--- config.mk ---
export PLATFORM = sky130hd
export DESIGN_NAME = axi_burst_write_master
export DESIGN_NICKNAME = d
export VERILOG_FILES = /design/src/rtl/axi_burst_write_master.sv
export SDC_FILE = /design/constraint.sdc
export NUM_CORES = 1
export LEC_CHECK = 0
export CORE_MARGIN = 8
export CORE_UTILIZATION = 25
export CTS_CLUSTER_DIAMETER = 30
export DETAILED_ROUTE_END_ITERATION = 8
export HOLD_SLACK_MARGIN = 0.03
export PLACE_DENSITY = 0.53
export SYNTH_ARGS = -nofsm -noshare
export SYNTH_HDL_FRONTEND = slang
export SYNTH_SLANG_ARGS = --single-unit
--- constraint.sdc ---
create_clock -name clk -period 4.9 [get_ports clk]
set_clock_uncertainty 0.2 [all_clocks]
set_input_delay 0.98 -clock clk [delete_from_list [all_inputs] [get_ports clk]]
set_output_delay 0.98 -clock clk [all_outputs]
set_load 0.05 [all_outputs]
--- src/rtl/axi_burst_write_master.sv ---
// AXI4 burst write master: streams a FIFO to memory as INCR bursts that never cross a 4KB page.
// Optional feature macro: AXI_WM_BRESP_ABORT_EN (abort the transfer on SLVERR/DECERR).
module axi_burst_write_master #(
    parameter int C_M_AXI_ADDR_WIDTH = 32,
    parameter int C_M_AXI_DATA_WIDTH = 32,
    parameter int MAX_BURST_BEATS    = 16
) (
    input  logic                              clk,
    input  logic                              reset,
    input  logic                              i_start,
    input  logic [C_M_AXI_ADDR_WIDTH-1:0]     i_dst_addr,
    input  logic [31:0]                       i_total_len,
    output logic                              o_busy,
    output logic                              o_write_done,
    output logic                              o_write_err,
    input  logic                              i_fifo_empty,
    output logic                              o_fifo_rd_en,
    input  logic [C_M_AXI_DATA_WIDTH-1:0]     i_w_data,
    output logic [C_M_AXI_ADDR_WIDTH-1:0]     m_axi_awaddr,
    output logic [7:0]                        m_axi_awlen,
    output logic [2:0]                        m_axi_awsize,
    output logic [1:0]                        m_axi_awburst,
    output logic                              m_axi_awvalid,
    input  logic                              m_axi_awready,
    output logic [C_M_AXI_DATA_WIDTH-1:0]     m_axi_wdata,
    output logic [C_M_AXI_DATA_WIDTH/8-1:0]   m_axi_wstrb,
    output logic                              m_axi_wlast,
    output logic                              m_axi_wvalid,
    input  logic                              m_axi_wready,
    input  logic [1:0]                        m_axi_bresp,
    input  logic                              m_axi_bvalid,
    output logic                              m_axi_bready
);
    localparam int BYTES = C_M_AXI_DATA_WIDTH / 8;
    localparam int LB    = $clog2(BYTES);
    localparam logic [C_M_AXI_ADDR_WIDTH-1:0] ADDR_MASK = ~C_M_AXI_ADDR_WIDTH'(BYTES - 1);
`ifdef AXI_WM_BRESP_ABORT_EN
    localparam bit ABORT_EN = 1'b1;
`else
    localparam bit ABORT_EN = 1'b0;
`endif

    typedef enum logic [1:0] {IDLE, AW, W, B} state_t;

    state_t                          state;
    logic [C_M_AXI_ADDR_WIDTH-1:0]   addr;
    logic [31:0]                     remaining;
    logic [8:0]                      beats;
    logic [8:0]                      beat_idx;
    logic                            awvalid;
    logic                            busy;
    logic                            done;
    logic                            err;

    logic [32:0]                     ceil_beats;
    logic [12:0]                     page_beats;
    logic [8:0]                      beats_calc;
    logic [31:0]                     burst_bytes;
    logic                            last_burst;
    logic [LB-1:0]                   rem_mod;
    logic [BYTES-1:0]                strb_mask;
    logic                            bresp_err;

    // Burst length is the tightest of: bytes left, burst cap, bytes left in the 4KB page.
    always_comb begin
        ceil_beats = ({1'b0, remaining} + 33'(BYTES - 1)) >> LB;
        page_beats = (13'd4096 - {1'b0, addr[11:0]}) >> LB;
        beats_calc = 9'(MAX_BURST_BEATS);
        if (ceil_beats < 33'(beats_calc)) beats_calc = ceil_beats[8:0];
        if (page_beats < 13'(beats_calc)) beats_calc = page_beats[8:0];
    end

    assign burst_bytes = 32'(beats) << LB;
    assign last_burst  = (remaining <= burst_bytes);
    assign rem_mod     = remaining[LB-1:0];
    assign bresp_err   = ABORT_EN && (m_axi_bresp == 2'b10 || m_axi_bresp == 2'b11);

    always_comb begin
        strb_mask = '0;
        for (int i = 0; i < BYTES; i++) strb_mask[i] = (i < int'(rem_mod));
    end

    // NOTE: the W/B handshake signals are decoded from registered state so they drop to 0 in the
    // same cycle reset clears the FSM, without an extra pipeline stage on the FIFO pop path.
    assign m_axi_wvalid  = (state == W) && !i_fifo_empty;
    assign m_axi_wlast   = (state == W) && (beat_idx == beats - 9'd1);
    assign m_axi_wdata   = i_w_data;
    assign m_axi_wstrb   = (m_axi_wlast && last_burst && rem_mod != '0) ? strb_mask : '1;
    assign o_fifo_rd_en  = m_axi_wvalid && m_axi_wready;
    assign m_axi_bready  = (state == B);

    assign m_axi_awaddr  = addr;
    assign m_axi_awlen   = 8'(beats - 9'd1);
    assign m_axi_awsize  = 3'(LB);
    assign m_axi_awburst = 2'b01;
    assign m_axi_awvalid = awvalid;
    assign o_busy        = busy;
    assign o_write_done  = done;
    assign o_write_err   = err;

    always_ff @(posedge clk) begin
        if (reset) begin
            state     <= IDLE;
            addr      <= '0;
            remaining <= '0;
            beats     <= '0;
            beat_idx  <= '0;
            awvalid   <= 1'b0;
            busy      <= 1'b0;
            done      <= 1'b0;
            err       <= 1'b0;
        end else begin
            case (state)
                IDLE: if (i_start) begin
                    addr      <= i_dst_addr & ADDR_MASK;
                    remaining <= i_total_len;
                    err       <= 1'b0;
                    done      <= (i_total_len == 32'd0);
                    if (i_total_len != 32'd0) begin
                        busy  <= 1'b1;
                        state <= AW;
                    end
                end
                // First AW cycle registers the beat count; awvalid follows one cycle later.
                AW: if (!awvalid) begin
                    beats   <= beats_calc;
                    awvalid <= 1'b1;
                end else if (m_axi_awready) begin
                    awvalid  <= 1'b0;
                    beat_idx <= '0;
                    state    <= W;
                end
                W: if (o_fifo_rd_en) begin
                    if (m_axi_wlast) state <= B;
                    else             beat_idx <= beat_idx + 9'd1;
                end
                B: if (m_axi_bvalid) begin
                    addr      <= addr + C_M_AXI_ADDR_WIDTH'(burst_bytes);
                    remaining <= last_burst ? 32'd0 : remaining - burst_bytes;
                    if (last_burst || bresp_err) begin
                        err   <= bresp_err;
                        done  <= 1'b1;
                        busy  <= 1'b0;
                        state <= IDLE;
                    end else begin
                        state <= AW;
                    end
                end
                default: state <= IDLE;
            endcase
        end
    end
endmodule

Word level (Yosys, flattened, before mapping)
Index checks and enable logic that the tools add are counted.
{ "totals": {"register_bits": 88, "input_bits": 105, "output_inout_bits": 89} }
{ "op_classes": {"magnitude_cmp": 6, "bitwise_logic": 1, "mux": 37, "n_addsub": 6, "reduce_logical": 18, "eq_ne": 13} }
{ "ops": {"columns": ["op", "count"], "rows": [
  ["$mux W32", 5],
  ["$pmux W32 S2", 2],
  ["$mux W9", 6],
  ["$add A32 B2 Y33 const B", 1],
  ["$add A32 B11 Y32", 1],
  ["$le A32 B11 Y1", 1],
  ["$logic_not A32 Y1", 1],
  ["$reduce_bool A32 Y1", 1],
  ["$sub A32 B11 Y32", 1],
  ["$lt A31 B5 Y1 const B", 1],
  ["$pmux W9 S2", 1],
  ["$ne A2 B2 Y1 const B", 8],
  ["$mux W2", 7],
  ["$sub A13 B12 Y13 const A", 1],
  ["$lt A11 B9 Y1", 1],
  ["$mux W1", 11],
  ["$reduce_and A5 Y1", 2],
  ["$add A9 B1 Y9 const B", 1],
  ["$eq A9 B9 Y1", 1],
  ["$sub A9 B1 Y9 const B", 1],
  ["$pmux W2 S4", 1],
  ["$reduce_and A7 Y1", 1],
  ["$pmux W1 S2", 3],
  ["$reduce_bool A2 Y1", 3],
  ["other kinds (13)", 19]
]} }

Depth between registers and ports, before layout
Gate-level depths: netlist (run 1).
{ "logic_depth": {"ltp_word": 6, "mapped_depth": 19} }

Worst setup path before layout (run 1)
No wires, ideal clock.
{ "synth_path": {"path_kind": "register to output", "startpoint": "register beats[0]", "endpoint": "output m_axi_wstrb[1]", "arrival_ns": 3.684, "path_slack_ns": 0.036, "n_path_buf": 0, "path_stages_with_launch": 10, "cell_sequence": "dfxtp_1 -> inv_1 -> ha_1 -> xor2_1 -> xnor2_1 -> nor4b_1 -> nand4b_1 -> nor2_1 -> and3b_1 -> nand2b_1"} }
{ "synth_between": {"elab_chain_cells": 6, "word_cells_on_any_way": 7} }
{ "synth_lines": {"columns": ["item", "line", "rtl"], "rows": [
  ["from (decl)", "48", "logic [8:0] beats;"],
  ["from (signal assigned)", "126", "beats <= beats_calc;"],
  ["$sub A9 B1 Y9", null, null],
  ["named net m_axi_awlen[0]", "20", "output logic [7:0] m_axi_awlen,"],
  ["$eq A9 B9 Y1", "86", "assign m_axi_wlast = (state == W) && (beat_idx == beats - 9'd1);"],
  ["$logic_and A1 B1 Y1", "86", null],
  ["named net m_axi_wlast", "27", "output logic m_axi_wlast,"],
  ["$logic_and A1 B1 Y1 (2 in a row)", "88", "assign m_axi_wstrb = (m_axi_wlast && last_burst && rem_mod != '0) ? strb_mask : '1;"],
  ["$mux W4", "88", null],
  ["to (decl)", "26", "output logic [C_M_AXI_DATA_WIDTH/8-1:0] m_axi_wstrb,"]
]} }
The timed path passes the listed nets, and every way through them passes these cells.

Final worst setup path (run 1)
{ "layout_path": {"startpoint": "register remaining[6]", "endpoint": "register beats[3]"} }
{ "layout_between": {"elab_chain_cells": 5} }
{ "layout_lines": {"columns": ["item", "line", "rtl"], "rows": [
  ["from (decl)", "47", "logic [31:0] remaining;"],
  ["from (signal assigned)", "116", "remaining <= i_total_len;"],
  ["from (signal assigned)", "139", "remaining <= last_burst ? 32'd0 : remaining - burst_bytes;"],
  ["$add A32 B2 Y33 *", "66", "ceil_beats = ({1'b0, remaining} + 33'(BYTES - 1)) >> LB;"],
  ["$lt A31 B5 Y1", "69", "if (ceil_beats < 33'(beats_calc)) beats_calc = ceil_beats[8:0];"],
  ["$mux W9 *", "69", null],
  ["$lt A11 B9 Y1", "70", "if (page_beats < 13'(beats_calc)) beats_calc = page_beats[8:0];"],
  ["$mux W9 *", "70", null]
]} }
Mark *: on every way between the ends. The rest lies on a longest branch, timed or not.
A chain may end at the register's enable or synchronous reset.

==> metrics list, run 1 <==
- Status: finished, final reports clean
* Global route total overflow: 0
- Measured along the y axis, the die boundary spans 184 um.
- For this run, design rule violations remaining after detail routing come to 0.
- Slew at the pin closest to its max-slew limit: 1.04 ns
* Achievable clock frequency: 216 MHz
- Headroom to the max-slew limit came out at 30.5%.
- STA classifies the critical path endpoint as a flop.
* Cts-stage hold buffer count: 0
- Total power draw: 6.83 mW
- The net count of the finished layout is 1144.
- The critical path is of the reg -> reg type.
- In the global route stage, overall resource usage came out at 15.1%.
* HPWL after detailed placement: 19400 um
* Aggregate negative setup slack: 0 ns
- Clock tree synthesis found a total of 85 sinks.
- Routing usage on met2: 25.4%
- Area added between synthesis and finish: 24.7%
- Number of rows in the core area: 61
- 0 antenna diodes ended up in the layout.
- Average wire per cell in the routed design: 18.6 um
- Global placement routability congestion: 0.851
- The tool flagged a number of max-cap violations equal to 0.
- Among all flip-flop cells after synthesis, the most frequent one is sky130_fd_sc_hd__dfxtp_1.
- Area of the die: 33700 um^2
- The number of endpoints with negative hold slack in the final report is 0.
- Post-synthesis instance area: 7030 um^2
- Multi-input gate area: 4690 um^2
- For this run, asynchronously set or reset flops after synthesis account for 0%.
- In this run, the number of DRC markers left after iteration 0 of detailed routing was 537.
- Global routing consumed, on the met3 layer, 3.16% of the routing resources.
- Length of the first detailed-routing pass in iterations: 5
* Syn avg cell area: 7.59 um^2
- For this run, the number of Yosys warnings is 0.
- For this configuration, the core starts out at a cell density of 25.4%.
* Required time worst endpoint: 4.95 ns
- Final clock period utilization by the worst path: 94.4%
- Final min period: 4.63 ns
* Total of fill cells in the finished design: 2964
- The via count of the first global-routing pass is 7051.
* Post-route cell area: 8770 um^2
* Later-pin clock latency in the skew report: 0.35 ns
* Pin count of the biggest net entering global routing: 52
* Yosys reg bits: 85
- In this run the worst hold path is classified as reg -> reg.
- Share of cells above drive strength 1: 6.45%
- Power spread over the standard cell area amounts to 779 nW/um^2.
* Post-CTS setup buffers: 0
- Setup violations remaining at the end of the flow were counted as 0.
- The number of clock buffers added by TritonCTS is 9.
- Total area of sequential cells: 1700 um^2
- Width of the die: 184 um
* Most Crowded Layer GR: met2
* Post-synthesis cell type count: 76
- The core region is 27700 um^2.
* Root Buffer: sky130_fd_sc_hd__clkbuf_16
- After detailed routing, the number of vias per cell comes to 5.16.
- Once placement finished, the instance area stood at 8460 um^2.
- Number of I/O port buffers: 116
- Count of pins over their slew limit: 0
- Clock input transition at the sequential cells of the worst setup and hold paths: 0.07 ns
- Pin placement for this block handled 194 I/O pins.
- Post-synthesis cell count: 926
- Arr. time, crit path: 4.67 ns
- For this run, the register share of the synthesized area comes to 24.2%.
- The final layout contains routed wiring with a total length of 25800 um.
- The worst setup path is launched from a flop.
* Maximum fanout along the worst path: 8
- Met1 demand-to-capacity share in global routing: 19.3%
* Number of synthesized flops with an enable pin: 0
* Via count: 7145
- Routed Antenna Nets: 0
- Counting along the longest clock path gives a buffer depth of 2.
* Clock tree from TritonCTS: yes
* H-Tree Level Count: 3
* RSZ-0062 raised after global routing: false
* Worst IR drop on VDD: 0.330 mV
- The number of antenna violations at the first check in global routing came to 0.
- First-pass GRT wire length: 40700 um
- The analysis attributes to cell leakage a power of 3.20 nW.
[layout make-up]
type,count,area share [%]
clock buffers,11,2.77
clock inverters,5,0.685
inverters,55,2.35
multi-input cells,707,53.5
flip-flops and latches,85,19.4
well taps,378,5.39
repair buffers,145,15.9
[placed cells by master (no fill, tap or decap), drive strengths merged, types with 19 or more instances in the layout]
cell type,n
nor3,31
xnor2,29
a221oi,19
nand2,73
clkdlybuf4s50,111
nor4,29
ha,34
mux2i,20
inv,54
nand3,27
a21oi,57
nor2,82
dfxtp,85
buf,33
o21ai,55
[cell usage after synthesis (all sizes together), types with 18 or more instances]
cell type / count / area share (%)
nand3: 27 / 1.9
buf: 49 / 4.9
ha: 34 / 6.0
xnor2: 29 / 3.6
a21oi: 57 / 4.1
a211oi: 18 / 1.9
a221oi: 19 / 2.4
clkbuf: 41 / 2.2
inv: 54 / 2.9
o21ai: 55 / 3.9
nor4: 29 / 3.0
dfxtp: 85 / 24
nor2: 82 / 4.4
nor3: 31 / 2.2
nand2: 73 / 3.9
mux2i: 20 / 2.8
or4: 18 / 1.9
[metal layers]
metal	vias to the layer above	wire [um]
met4	0	429
met1	3411	11700
met2	194	12300
li1	3515	-
met5	-	0
met3	25	1330
[cell families after synthesis]
family                     after synthesis  synth area share [%]
buffers and inverters                  145                  10.1
and+or+nand+nor                        338                  24.9
adders and majority gates               36                  6.62
AOI/OAI and AO/OA                      249                  23.9
xor gates and xnor gates                50                  7.21
muxes                                   21                  3.01
other                                    2                 0.107
DFF                                     85                  24.2
[sequential cells by signal, indices dropped and copies added, names as in the netlist]
| signal | count |
|---|---|
| remaining | 32 |
| m_axi_awaddr | 30 |
| beat_idx | 9 |
| beats | 9 |
| state | 2 |
| m_axi_awvalid | 1 |
| o_busy | 1 |
| o_write_done | 1 |
[critical path, cell delays in order (launching register included)]
cell	delay (ns)
sky130_fd_sc_hd__dfxtp_1	0.41
sky130_fd_sc_hd__nand2_1	0.12
sky130_fd_sc_hd__or3_1	0.48
sky130_fd_sc_hd__nor4_1	0.38
sky130_fd_sc_hd__mux2i_1	0.25
sky130_fd_sc_hd__nand4_1	0.18
sky130_fd_sc_hd__nor4_4	0.31
sky130_fd_sc_hd__buf_4	0.20
sky130_fd_sc_hd__nand2_1	0.08
sky130_fd_sc_hd__ha_1	0.19
sky130_fd_sc_hd__a21o_1	0.17
sky130_fd_sc_hd__a21o_1	0.16
sky130_fd_sc_hd__a21o_1	0.17
sky130_fd_sc_hd__a21oi_1	0.15
sky130_fd_sc_hd__o21ai_0	0.12
sky130_fd_sc_hd__a31oi_1	0.21
sky130_fd_sc_hd__a31oi_1	0.15
sky130_fd_sc_hd__and3_1	0.27
sky130_fd_sc_hd__a2111oi_2	0.31
[final timing paths]
| check | start | endpoint | slack, ns | cells past startpoint |
|---|---|---|---|---|
| worst min register to register | m_axi_awaddr[28]$_SDFFE_PP0P_ | m_axi_awaddr[28]$_SDFFE_PP0P_ | 0.28 | 2 |
| worst min-delay path | m_axi_awaddr[28]$_SDFFE_PP0P_ | m_axi_awaddr[28]$_SDFFE_PP0P_ | 0.28 | 2 |
| worst max register to register | remaining[6]$_SDFFE_PP0P_ | beats[3]$_SDFFE_PP0P_ | 0.27 | 18 |
| worst max-delay path | remaining[6]$_SDFFE_PP0P_ | beats[3]$_SDFFE_PP0P_ | 0.27 | 18 |
[through the flow]
step / utilization, % / worst slack [ns] / hold WS (ns) / instances
CTS: 31.6 / 0.220 / 0.286 / 1386
detailed placement: 30.5 / 0.340 / 0.272 / 1370
global placement: 30.5 / 0.366 / 0.267 / 1370
floorplan: - / 0.0365 / 0.261 / 937
finish: 31.6 / 0.273 / 0.282 / 1386
global route: 31.6 / 0.000309 / 0.317 / 1386
[report_power, final]
part,switching (mW),internal (mW)
combinational,2.95,1.81
clock,0.321,0.411
sequential,0.390,0.957
[repair_timing]
action | 4_1_cts | 5_1_grt
resized for setup | 0 | 1
endpoints found under the setup margin | 0 | 1
endpoints found under the hold margin | 0 | 0
Note: power is estimated with default switching activity, not from simulation.
==> inputs of run 2 (changes only) <==
--- a/config.mk
+++ b/config.mk
@@ -11,6 +11,7 @@
 export DETAILED_ROUTE_END_ITERATION = 8
 export HOLD_SLACK_MARGIN = 0.03
 export PLACE_DENSITY = 0.53
+export RECOVER_POWER = 100
 export SYNTH_ARGS = -nofsm -noshare
 export SYNTH_HDL_FRONTEND = slang
 export SYNTH_SLANG_ARGS = --single-unit
==> run 2 against run 1 <==
  * The run now ends with max-capacitance violations, max-slew violations left
  * Global-route usage stayed put
  * Worst setup slack worse by 0.089 ns
  * Largest power group unchanged
  * Die area stayed put
  * Combinational power is 2% lower
  * Sequential share of layout area is 0.15 points higher
  * Utilization is 0.25 points lower
==> metrics list, run 2 (synthesis gave the netlist of run 1 again) <==
- Status: finished with violations
- Failing checks: max-capacitance violations, max-slew violations
- The area of the die came to 33700 um^2 (unchanged).
- The most critical setup path has its startpoint at remaining[14]$_SDFFE_PP0P_.
* Register name with the most flops: remaining
* Average wire per cell in the routed design: 18.7 um (+0.33%)
- Width of the die: 184 um (unchanged)
- The setup violation total in the final timing report was 0 (unchanged).
* Deepest clock path buffer count: 2 (unchanged)
* Count of pins over their slew limit: 52 (+52)
- The clock transition at the registers of the reported paths is 0.07 ns (about the same).
* Global route total overflow: 0 (unchanged)
* Critical hold path startpoint: m_axi_awaddr[28]$_SDFFE_PP0P_
* Number of diodes added for antenna fixing: 0 (unchanged)
* Height of the die: 184 um (unchanged)
- The net switching power of the design was 3.64 mW (-0.50%).
- Length of the first detailed-routing pass in iterations: 6 (+1)
- H-Tree Level Count: 3 (unchanged)
* Switching part of the total power: 54.2% (+0.68 points)
- HPWL after detailed placement: 19400 um (unchanged)
- The number of hold buffers added after CTS came to 0 (unchanged).
* Slew at the pin closest to its max-slew limit: 2.52 ns (+1.47 ns)
* R2R Path Start: remaining[6]$_SDFFE_PP0P_
- Worst-case register-to-register setup slack: 0.27 ns (about the same)
* Initial detailed-routing violation count: 515 (-4.1%)
* Area inside the core boundary: 27700 um^2 (unchanged)
- The endpoint identified for the worst register-to-register timing path is beats[3]$_SDFFE_PP0P_.
- Achievable clock frequency: 212 MHz (-1.9%)
* Nature of the critical path endpoint: output port
- The count of vias placed by the detailed router is 7169 (+0.34%).
* Number of rows in the core area: 61 (unchanged)
- The filler cell count came to 2967 (+0.10%).
* Overall fraction of global-route tracks in use: 15.1% (unchanged)
- Worst relative slew slack: -67.8% (-98 points)
- Number of clock sinks: 85 (unchanged)
- The path depth of the worst reg2reg path was 18 (unchanged).
- Among all stages on the critical path, the largest delay is contributed by sky130_fd_sc_hd__or4_1.
- The static power due to leakage came to 3.25 nW (+1.5%).
- The peak per-stage delay on the critical path was 0.59 ns (+0.11 ns).
* Power share of the sequential group: 20.0% (+0.3 points)
- The number of flip-flops in the largest register is 32 (unchanged).
* Global placement routability congestion: 0.851 (unchanged)
* Area added between synthesis and finish: 23.7%
- Number of clock buffers inserted by TritonCTS: 9 (unchanged)
- The count of input and output buffers is 116 (unchanged).
- The pin count of the biggest net entering global routing is 52 (unchanged).
- Type of origin of the critical path: flop
- The number of antenna violations at the first check in global routing is 0 (unchanged).
- The data required time of the worst path came to 3.72 ns (-1.23 ns).
- Share of power burned in combinational logic: 69.1% (-0.5 points)
- Number of buffers and inverters on the critical path: 2 (+1)
- List of cells traversed by the critical path: buf_4, or4_1, nor4_1, nand2b_1, or4_1, a21boi_0, and3b_1, nand2_1, clkbuf_4
- The maximum fanout along the worst path came to 10 (+2).
- Final min period: 4.72 ns (+0.0889 ns)
- In this run the clock root is driven by a sky130_fd_sc_hd__clkbuf_16.
* Aggregate negative setup slack: 0 ns (unchanged)
- Routed Antenna Nets: 0 (unchanged)
* Final standard cell count with taps included and fillers excluded: 1386 (unchanged)
* Final Hold Viols: 0 (unchanged)
- The total area of multi-input combinational cells is 4650 um^2 (-0.80%).
* Most frequent cells in the layout: sky130_fd_sc_hd__dfxtp_1, sky130_fd_sc_hd__nor2_1, sky130_fd_sc_hd__nand2_1
- The total wirelength of the detailed-routed design is 25900 um (+0.33%).
* Final clock period utilization by the worst path: 96.2% (+1.8 points)
- The area taken by flip-flops and latches is 1700 um^2 (unchanged).
* Remaining DRCs: 0 (unchanged)
* Cell count after placement: 1370 (unchanged)
- Later-pin clock latency in the skew report: 0.35 ns (about the same)
* Final-stage net count: 1144 (unchanged)
- Vias per std cell: 5.17 (+0.34%)
- Share of cells above drive strength 1: 5.75% (-0.69 points)
- Broken down by cell family, the worst path's largest delay share belongs to simple AND/OR/NAND/NOR gates.
* Number of stages on the worst setup path: 9 (-9)
* Clk pwr share: 10.9% (+0.2 points)
- Power Density: 772 nW/um^2 (-0.98%)
- TritonCTS built the clock tree.
- Type of the most critical hold path: reg -> reg
- Design internal power: 3.07 mW (-3.2%)
- Number of cells on the worst hold path: 2 (unchanged)
- The critical path is of the reg -> out type.
* RSZ-0062 raised after global routing: false
* Cell type with the highest occurrence count on the critical path: sky130_fd_sc_hd__or4_1
- Via count of the first global-routing pass: 7051 (unchanged)
- Most common cell after layout, fill and taps aside: sky130_fd_sc_hd__dfxtp_1
- The most critical setup path has its endpoint at m_axi_wstrb[2].
- The top-level port count was 194 (unchanged).
- The starting density of the core is 25.4% (unchanged).
- The peak ir drop on the vdd network came to 0.319 mV (-3.2%).
* First-pass GRT wire length: 40700 um (unchanged)
- Count of maximum capacitance violations: 1 (+1)
- Arr. time, crit path: 3.54 ns (-1.13 ns)
-- run 2: changes by cell type in the layout (fill, tap and decap cells not counted), moves of 2 or more --
cell                              previous run  this run
sky130_fd_sc_hd__clkdlybuf4s50_1           111        65
sky130_fd_sc_hd__buf_4                      30        26
sky130_fd_sc_hd__o21ai_1                     6         3
sky130_fd_sc_hd__nor4_1                     26        28
sky130_fd_sc_hd__o21ai_0                    48        52
sky130_fd_sc_hd__clkbuf_4                    0         2
sky130_fd_sc_hd__dlygate4sd3_1               0        46
sky130_fd_sc_hd__nor4_2                      2         0
sky130_fd_sc_hd__clkbuf_1                    1         4
sky130_fd_sc_hd__clkbuf_2                    0         2
-- run 2: worst min path at each step --
stage	end	slack, ns
2_1_floorplan	beats[7]$_SDFFE_PP0P_	0.26
3_3_place_gp	m_axi_awaddr[28]$_SDFFE_PP0P_	0.27
3_5_place_dp	m_axi_awaddr[28]$_SDFFE_PP0P_	0.27
4_1_cts	m_axi_awaddr[28]$_SDFFE_PP0P_	0.29
5_1_grt	m_axi_awaddr[28]$_SDFFE_PP0P_	0.31
6_report	m_axi_awaddr[28]$_SDFFE_PP0P_	0.28
-- run 2: layout make-up --
class / instances / share of cell area [%]
Clock buffer: 11 / 2.79
Clock inverter: 5 / 0.690
Inverter: 55 / 2.37
Multi-Input combinational cell: 707 / 53.5
Sequential cell: 85 / 19.6
Tap cell: 378 / 5.44
Timing Repair Buffer: 145 / 15.7
-- run 2: power groups by stage --
stage | Clock [mW] | Combinational, mW | Sequential (mW)
after floorplan | 0 | 3.04 | 1.62
after global placement | 0 | 4.73 | 1.35
after detailed placement | 0 | 4.75 | 1.35
after CTS | 0.747 | 4.78 | 1.34
after global routing | 0.779 | 5.09 | 1.38
final | 0.733 | 4.64 | 1.34
-- run 2: tightest hold or removal path, delay by kind of cell (launching register included) --
kind | cells | cell delay, ns
flops | 1 | 0.33
compound gates | 1 | 0.05
buf+inv | 1 | 0.06
-- run 2: what timing repair did --
action	4_1_cts	5_1_grt
resized for setup	0	1
endpoints found under the setup margin	0	1
setup buffers	0	0
-- run 2: routing by layer --
layer,GRT usage [%],vias up,wire [um]
met4,4.49,0,478
met1,19.3,3436,11700
met2,25.4,195,12300
met5,0,-,0
li1,-,3507,-
met3,3.16,31,1400
-- run 2: metrics by stage --
step	utilization [%]	setup slack, ns	power, mW	hold slack, ns	cell area (um^2)
floorplan	-	0.0365	4.66	0.261	7070
global placement	30.5	0.366	6.08	0.267	8460
detailed placement	30.5	0.340	6.10	0.272	8460
CTS	31.6	0.220	6.87	0.286	8760
global route	31.4	0.000308	7.25	0.315	8700
finish	31.4	0.184	6.71	0.276	8700
==> inputs of run 3 (changes only) <==
==> constraint.sdc (replaced) <==
create_clock -name clk -period 4.9 [get_ports clk]
set_clock_uncertainty 0.2 [all_clocks]
set_input_delay 0.49 -clock clk [delete_from_list [all_inputs] [get_ports clk]]
set_output_delay 0.49 -clock clk [all_outputs]
set_load 0.05 [all_outputs]
==> run 3 against run 2 <==
  * The flow still finishes with violations (max-capacitance violations, max-slew violations)
  * Flip-flop and latch count did not move
  * Non-clock buffer count is 4 lower
  * First-iteration DRC count fell by 0.39%
  * Cell count down 0.29%
  * Critical path type unchanged
  * Register-to-register slack better by 0.05 ns
  * Worst hold slack better by 0.0079 ns
==> metrics list, run 3 (synthesis gave the netlist of run 1 again) <==
- The floorplan die width is 184 um (unchanged).
- Type of origin of the critical path: flop
* Area of the die: 33700 um^2 (unchanged)
* Maximum fanout along the worst path: 6 (-4)
- The via count of the first global-routing pass is 6950 (-1.4%).
- The critical path is of the reg -> out type.
- The area of the core came to 27700 um^2 (unchanged).
- Initial detailed-routing violation count: 513 (-0.39%)
* Initial antenna violation count: 0 (unchanged)
- Failing checks: max-capacitance violations, max-slew violations
- The aggregate global routing overflow was 0 (unchanged).
* Routed Antenna Nets: 0 (unchanged)
- Later-pin clock latency in the skew report: 0.35 ns (about the same)
- Post-route cell area: 8740 um^2 (+0.45%)
* Final min period: 4.65 ns (-0.0704 ns)
* Total wirelength of the detailed-routed design: 25700 um (-0.57%)
- The tree is rooted in a sky130_fd_sc_hd__clkbuf_16.
* Achievable clock frequency: 215 MHz (+1.5%)
- Worst IR drop on VDD: 0.335 mV (+4.9%)
- The number of endpoints with negative hold slack in the final report is 0 (unchanged).
* Number of rows in the core area: 61 (unchanged)
* P_leak: 3.25 nW (+0.17%)
- The power density normalized to cell area came to 778 nW/um^2 (+0.84%).
- The global-route wire length before repair came to 40000 um (-1.5%).
- The clock transition at the registers of the reported paths was 0.07 ns (about the same).
- Slew at the pin closest to its max-slew limit: 2.37 ns (-0.143 ns)
- The maximum buffer depth of the clock tree was 2 (unchanged).
- Worst-case register-to-register setup slack: 0.32 ns (+0.05 ns)
- The count of input and output buffers is 116 (unchanged).
- Arr. time, crit path: 3.96 ns (+0.42 ns)
- Register name with the most flops: remaining
- The number of flip-flops in the largest register was 32 (unchanged).
* Gates resized, CTS repair: 0 (unchanged)
- Final count of negative-setup-slack endpoints: 0 (unchanged)
- Number of diodes added for antenna fixing: 0 (unchanged)
- Final clock period utilization by the worst path: 94.8% (-1.4 points)
- The library cells used most frequently in the layout, excluding fill and tap cells, are sky130_fd_sc_hd__dfxtp_1, sky130_fd_sc_hd__nor2_1, sky130_fd_sc_hd__nand2_1.
* Number of clock buffers inserted by TritonCTS: 9 (unchanged)
- The vertical extent of the die came to 184 um (unchanged).
- Count of pins over their slew limit: 47 (-9.6%)
- The post-placement setup slack came to 0.316 ns (-0.0233 ns).
* Type of the most critical hold path: reg -> reg
- Cts-stage hold buffer count: 0 (unchanged)
- Area added between synthesis and finish: 24.3%
* Effective utilization at floorplan: 25.4% (unchanged)
* Overall fraction of global-route tracks in use: 14.9% (-0.23 points)
- The top-level port count came to 194 (unchanged).
- Number of clock sinks: 85 (unchanged)
- The area of placed instances is 8430 um^2 (-0.41%).
- The final layout net count came to 1140 (-0.35%).
- The relative slew slack was -58.2% (+9.6 points).
- The data required time of the worst path is 4.21 ns (+0.49 ns).
* Length of the first detailed-routing pass in iterations: 5 (-1)
- The total setup buffers inserted after CTS is 0 (unchanged).
- Share of cells above drive strength 1: 5.08% (-0.67 points)
- Leaving out fill and tap cells, the most frequent cell in the layout is sky130_fd_sc_hd__dfxtp_1.
- The count of vias placed by the detailed router came to 7117 (-0.73%).
* HPWL after detailed placement: 19200 um (-0.83%)
- H-Tree Level Count: 3 (unchanged)
- The flow ran to the end, but the final reports show violations.
* Min setup slack post-route: 0.254 ns (+0.0704 ns)
- The DRC violation count after routing was 0 (unchanged).
- The total negative slack was 0 ns (unchanged).
- Average wire per cell in the routed design: 18.6 um (-0.28%)
- The global placement routability congestion is 0.837 (-1.6%).
- TritonCTS built the clock tree.
* Pin count of the biggest net entering global routing: 47 (-9.6%)
- The max-capacitance violation count is 1 (unchanged).
* Vias per std cell: 5.15 (-0.44%)
- The worst setup path is captured at an output port.
* RSZ-0062 raised after global routing: false
[run 3: changes by cell type in the layout (fill, tap and decap cells not counted), sizes merged]
cell,previous run,this run
buf,27,22
bufinv,1,3
clkbuf,18,16
clkdlybuf4s50,65,70
clkinv,4,2
clkinvlp,1,0
dlygate4sd3,46,45
[run 3: worst paths after layout]
check / end / cells after the start / start
max: m_axi_wstrb[2] / 12 / beats[0]$_SDFFE_PP0P_
min: m_axi_awaddr[28]$_SDFFE_PP0P_ / 2 / m_axi_awaddr[28]$_SDFFE_PP0P_
max reg2reg: beats[7]$_SDFFE_PP0P_ / 19 / remaining[2]$_SDFFE_PP0P_
min reg2reg: m_axi_awaddr[28]$_SDFFE_PP0P_ / 2 / m_axi_awaddr[28]$_SDFFE_PP0P_
[run 3: final cells by class]
cell class / instances / area, um^2
Inverter: 55 / 206
Timing Repair Buffer: 141 / 1340
Fill cell: 2912 / 19000
Sequential cell: 85 / 1700
Clock inverter: 4 / 95.1
Tap cell: 378 / 473
Multi-Input combinational cell: 707 / 4670
Clock buffer: 12 / 246
[run 3: report_power, final]
part | internal [mW] | switching (mW)
Sequential | 0.958 | 0.396
Clock | 0.513 | 0.313
Combinational | 1.69 | 2.93
Total | 3.16 | 3.64
[run 3: through the flow]
step,power [mW],std cells,hold slack (ns),utilization [%]
final,6.80,1382,0.284,31.5
after CTS,6.93,1382,0.286,31.6
after global placement,6.04,1366,0.272,30.4
after floorplan,4.66,937,0.261,-
after detailed placement,6.06,1366,0.272,30.4
after global routing,7.33,1382,0.318,31.5
[run 3: critical path, cell delays in order (launching register included)]
cell and delay [ns]:
sky130_fd_sc_hd__dfxtp_1 0.49, sky130_fd_sc_hd__ha_1 0.24, sky130_fd_sc_hd__inv_1 0.06, sky130_fd_sc_hd__fa_1 0.40, sky130_fd_sc_hd__a21o_1 0.18, sky130_fd_sc_hd__a21oi_1 0.21
sky130_fd_sc_hd__o21bai_1 0.11, sky130_fd_sc_hd__a21oi_1 0.36, sky130_fd_sc_hd__o21ai_0 0.25, sky130_fd_sc_hd__a21boi_1 0.25, sky130_fd_sc_hd__and3b_1 0.28, sky130_fd_sc_hd__nand2_1 0.07
sky130_fd_sc_hd__clkdlybuf4s50_1 0.70
[run 3: per-layer routing]
layer	part of all wire [%]	track usage (%)	vias to the layer above
li1	-	-	3505
met2	47	24.7	187
met3	5.0	2.92	29
met4	2.2	4.90	0
met1	46	19.1	3396
met5	0	0	-
